### config.mk
export PLATFORM = sky130hd
export DESIGN_NAME = goto_rep_monitor
export DESIGN_NICKNAME = d
export VERILOG_FILES = /design/src/rtl/goto_rep_monitor.sv
export SDC_FILE = /design/constraint.sdc
export NUM_CORES = 1
export LEC_CHECK = 0
export BUFFER_PORTS_ARGS = -buffer_cell sky130_fd_sc_hd__buf_2
export CAP_MARGIN = 5
export CORE_UTILIZATION = 33
export CTS_CLUSTER_DIAMETER = 80
export CTS_CLUSTER_SIZE = 14
export DETAILED_ROUTE_END_ITERATION = 12
export HOLD_SLACK_MARGIN = 0.12
export PLACE_DENSITY_LB_ADDON = 0.15
export SLEW_MARGIN = 10
export SYNTH_ARGS = -nofsm -noshare
export SYNTH_HDL_FRONTEND = slang
export SYNTH_SLANG_ARGS = --single-unit
### constraint.sdc
create_clock -name clk -period 6.4 [get_ports clk]
set_clock_uncertainty 0.1 [all_clocks]
set_input_delay 0.64 -clock clk [delete_from_list [all_inputs] [get_ports clk]]
set_output_delay 0.64 -clock clk [all_outputs]
set_load 0.1 [all_outputs]
### src/rtl/goto_rep_monitor.sv
// Hardware checker for a |-> b[->REP_N] (optionally ##1 c), one attempt at a time.
// Define GOTO_REP_TRAIL_C_EN to add the trailing ##1 c step (WAIT_C state).
module goto_rep_monitor #(
  parameter int REP_N   = 3,
  parameter int TIMEOUT = 0,
  parameter int CNT_W   = 16
) (
  input  logic             clk,
  input  logic             rst_n,
  input  logic             en,
  input  logic             a,
  input  logic             b,
  input  logic             c,
  output logic             busy,
  output logic [7:0]       hit_cnt,
  output logic             pass,
  output logic             fail,
  output logic [1:0]       fail_code,
  output logic             drop,
  output logic [CNT_W-1:0] pass_cnt,
  output logic [CNT_W-1:0] fail_cnt,
  output logic [CNT_W-1:0] drop_cnt
);

`ifdef GOTO_REP_TRAIL_C_EN
  typedef enum logic [1:0] {
    IDLE, COUNT, WAIT_C
  } state_e;
`else
  typedef enum logic [1:0] {
    IDLE, COUNT
  } state_e;
  logic unused_c;
  assign unused_c = c;
`endif

  localparam logic [7:0]  REP8 = 8'(REP_N);
  localparam logic [31:0] TO32 = 32'(TIMEOUT);
  localparam bit          HAS_TO = (TIMEOUT > 0);

  state_e           state_q, state_d;
  logic [7:0]       hit_q, hit_d;
  logic [31:0]      el_q, el_d;
  logic             busy_q, busy_d;
  logic             pass_q, pass_d;
  logic             fail_q, fail_d;
  logic             drop_q, drop_d;
  logic [1:0]       code_q, code_d;
  logic [CNT_W-1:0] pcnt_q, fcnt_q, dcnt_q;

  logic [7:0]  hits_now;
  logic [31:0] el_now;
  logic        done;
  logic        complete;

  // hit_q is 0 in IDLE, so one adder serves the trigger cycle too
  assign hits_now = hit_q + {7'd0, b};
  assign done     = b && (hits_now == REP8);
  assign el_now   = el_q + 32'd1;

  always_comb begin
    state_d  = state_q;
    hit_d    = hit_q;
    el_d     = el_q;
    pass_d   = 1'b0;
    fail_d   = 1'b0;
    drop_d   = 1'b0;
    code_d   = code_q;
    complete = 1'b0;
    unique case (state_q)
      IDLE: begin
        if (en && a) begin
          el_d = 32'd0;
          if (done) begin
            complete = 1'b1;
          end else begin
            state_d = COUNT;
            hit_d   = hits_now;
          end
        end
      end
      COUNT: begin
        drop_d = a;
        el_d   = el_now;
        hit_d  = hits_now;
        if (done) begin
          complete = 1'b1;
        end else if (HAS_TO && el_now >= TO32) begin
          fail_d  = 1'b1;
          code_d  = 2'b01;
          state_d = IDLE;
          hit_d   = 8'd0;
        end
      end
`ifdef GOTO_REP_TRAIL_C_EN
      WAIT_C: begin
        drop_d  = a;
        state_d = IDLE;
        hit_d   = 8'd0;
        if (c) begin
          pass_d = 1'b1;
        end else begin
          fail_d = 1'b1;
          code_d = 2'b10;
        end
      end
`endif
      default: begin
        state_d = IDLE;
        hit_d   = 8'd0;
      end
    endcase
    if (complete) begin
`ifdef GOTO_REP_TRAIL_C_EN
      state_d = WAIT_C;
      hit_d   = REP8;
`else
      state_d = IDLE;
      hit_d   = 8'd0;
      pass_d  = 1'b1;
`endif
    end
    busy_d = (state_d != IDLE);
  end

  always_ff @(posedge clk or negedge rst_n) begin
    if (!rst_n) begin
      state_q <= IDLE;
      hit_q   <= 8'd0;
      el_q    <= 32'd0;
      busy_q  <= 1'b0;
      pass_q  <= 1'b0;
      fail_q  <= 1'b0;
      drop_q  <= 1'b0;
      code_q  <= 2'b00;
      pcnt_q  <= '0;
      fcnt_q  <= '0;
      dcnt_q  <= '0;
    end else begin
      state_q <= state_d;
      hit_q   <= hit_d;
      el_q    <= el_d;
      busy_q  <= busy_d;
      pass_q  <= pass_d;
      fail_q  <= fail_d;
      drop_q  <= drop_d;
      code_q  <= code_d;
      if (pass_d && !(&pcnt_q)) pcnt_q <= pcnt_q + 1'b1;
      if (fail_d && !(&fcnt_q)) fcnt_q <= fcnt_q + 1'b1;
      if (drop_d && !(&dcnt_q)) dcnt_q <= dcnt_q + 1'b1;
    end
  end

  assign busy      = busy_q;
  assign hit_cnt   = hit_q;
  assign pass      = pass_q;
  assign fail      = fail_q;
  assign fail_code = code_q;
  assign drop      = drop_q;
  assign pass_cnt  = pcnt_q;
  assign fail_cnt  = fcnt_q;
  assign drop_cnt  = dcnt_q;

endmodule
==> flow_summary.json <==
{
  "status": "completed",
  "synth_cells": 219,
  "synth-xor-area-share": 0.1329,
  "crit_fanout": 15,
  "worst_pin_slew_ns": 0.9962,
  "die_w_um": 85.59,
  "cpMaxStageDelayCell": "and4_1",
  "synth_top_family_by_area": "simple AND/OR/NAND/NOR gates",
  "r2r_cells": 8,
  "crit_cells": 9,
  "grt_pass1_vias": 1530,
  "rows": 30,
  "cts_tree": "yes",
  "post_cts_buffers": 0,
  "start_kind": "input pin",
  "viasPerCell": 4.768,
  "finalWorstSetupSlack_ns": 3.634,
  "grt_max_degree": 46,
  "final_common_cell": "buf_2",
  "num_antenna_cells": 0,
  "clock_path_buffers": 2,
  "synthFlopType": "dfrtp_1",
  "ctsHoldBuffers": 0,
  "muxShareOfSynthArea": 0.02387,
  "postSynthAreaPerCell_um2": 10.53,
  "place.gp.congestion": 0.7500,
  "pin_count": 68,
  "fp.dieH_um": 85.59,
  "p_per_area_nw_per_um2": 282.6,
  "num_vias": 1664,
  "cts_buffers": 5,
  "peakVddDrop_mv": 0.2014,
  "whs_path_depth": 1,
  "utilization": 0.3909,
  "endpoint_kind": "flip-flop",
  "rsz0062_at_grt": "false",
  "drt_iter0_drc": 73,
  "design.core.area_um2": 6756,
  "cap_viol_max_count": 0,
  "slew_viol_final": 0,
  "p_leak_nw": 1.345,
  "async_flop_share": 1.000,
  "period_share": 0.4322,
  "drcViolationCount": 0,
  "max_clock_freq_mhz": 361.5,
  "post_cts_resized": 0,
  "port_buffers": 47,
  "die_area_um2": 7326,
  "overflow": 0,
  "fillers": 709,
  "numClockSinks": 45,
  "design_area_um2": 2641,
  "dp_cells": 341,
  "antenna_found_initial": 0,
  "holdWs_ns": 0.3943,
  "ant_nets": 0,
  "synth_compound_area_frac": 0.02713,
  "hpwlAfterDp_mm": 3.032,
  "crit_family": "simple AND/OR/NAND/NOR gates",
  "cp_cell_sequence": "buf_2 -> ha_1 -> ha_1 -> a21o_1 -> mux2_2 -> o21ai_2 -> and4_1 -> nand4_1 -> mux2_1",
  "area_growth_pct": 14.54,
  "dr.pass1.iters": 4,
  "period_minus_slack_ns": 2.766,
  "netlist_area_um2": 2306,
  "required_ns": 6.48,
  "worst-path-buf-inv": 1,
  "synth_seq_area_share": 0.4883,
  "gr-usage-all-layers": 0.1255,
  "tns_ns": 0,
  "synth-simple-area-share": 0.2143,
  "wl_per_cell_um": 12.32,
  "worstSetupPathType": "in -> reg",
  "ys_types": 31,
  "setup_viol": 0,
  "nets": 279,
  "initial_utilization": 0.3413,
  "critPathArrivalTime_ns": 2.85,
  "slew_headroom": 0.3359,
  "max_stage_delay_ns": 0.56,
  "grt_pass1_wl_mm": 7.314,
  "synth_edf_count": 0,
  "synth-seq-cells": 45,
  "dpl_worst_slack_ns": 3.324,
  "synthAdderAreaFrac": 0.02713,
  "clk_latency_ns": 0.29,
  "wl_mm": 4.300,
  "root_buffer": "clkbuf_8",
  "htreeDepth": 2,
  "mostFrequentLayoutCells": "buf_2 (47), dfrtp_1 (45), xnor2_1 (28), conb_1 (20), nand3_1 (19)",
  "cpMostUsedCell": "ha_1",
  "drive_gt1_frac": 0.2342,
  "hold_class": "reg -> reg",
  "yosysWarnings": 0,
  "power_mw": 0.7465,
  "postPlaceCellArea_um2": 2525,
  "stdcell_count": 349,
  "hold_viol_final": 0,
  "clkTransAtPathRegs_ns": 0.08
}
==> Yosys cell counts, drive strengths merged, types with 5 or more instances <==
cell type	count	area (µm²)
and4	5	46.29
a21oi	5	25.02
nand2	16	60.06
xor2	7	61.31
nor2	14	52.55
buf	23	183.9
and2	5	31.28
nand4	14	87.58
ha	5	62.56
xnor2	28	245.2
and3	8	51.30
nand3	20	105.1
dfrtp	45	1126
==> routing by layer <==
layer | part of all wire | GRT usage
met3 | 0.043 | 0.02984
met1 | 0.48 | 0.1734
met5 | 0 | 0
met2 | 0.46 | 0.1964
met4 | 0.0093 | 0.03636
==> flip-flops by register name, summed over array words and instances (netlist names) <==
| name | flops |
|---|---|
| drop | 1 |
| pass_cnt | 16 |
| pass | 1 |
| busy | 1 |
| hit_cnt | 8 |
| drop_cnt | 16 |
| state_q | 2 |
==> report_power, final <==
group          leakage (nW)  internal (mW)  switching, mW
clock                0.0585          0.127         0.0958
combinational         0.668         0.0255          0.182
sequential            0.619          0.299         0.0169
==> final cells by class <==
cell class | instances | area [µm²] | area share
flip-flops and latches | 45 | 1126 | 0.4263
clock buffers | 7 | 86.33 | 0.03269
multi-input cells | 167 | 1056 | 0.3998
repair buffers | 47 | 235.2 | 0.08906
clock inverters | 1 | 30.03 | 0.01137
inverters | 2 | 7.507 | 0.002842
well taps | 80 | 100.1 | 0.03790
==> logic make-up after synthesis <==
group                    after synthesis
AO/OA/AOI/OAI                         10
XOR/XNOR                              35
adder cells (fa/ha/maj)                5
buffers and inverters                 26
flip-flops                            45
multiplexers                           5
other                                  1
AND/OR/NAND/NOR                       92
==> worst register-to-register path, stage by stage, from the launching register on <==
cell     delay, ns
dfrtp_1       0.42
ha_1          0.20
ha_1          0.24
a21o_1        0.17
mux2_2        0.26
o21ai_2       0.15
and4_1        0.56
nand4_1       0.17
mux2_1        0.34
==> final timing paths <==
path | end | startpoint | slack [ns]
setup / recovery | pass_cnt[12] | b | 3.63
hold / removal | drop_cnt[10] | drop_cnt[10] | 0.39
setup reg to reg | pass_cnt[12] | hit_cnt[0] | 3.68
hold reg to reg | drop_cnt[10] | drop_cnt[10] | 0.39
max in group asynchronous | pass_cnt[0] | rst_n | 5.18
min in group asynchronous | drop_cnt[1] | rst_n | 0.41
(Power assumes the default switching activity.)
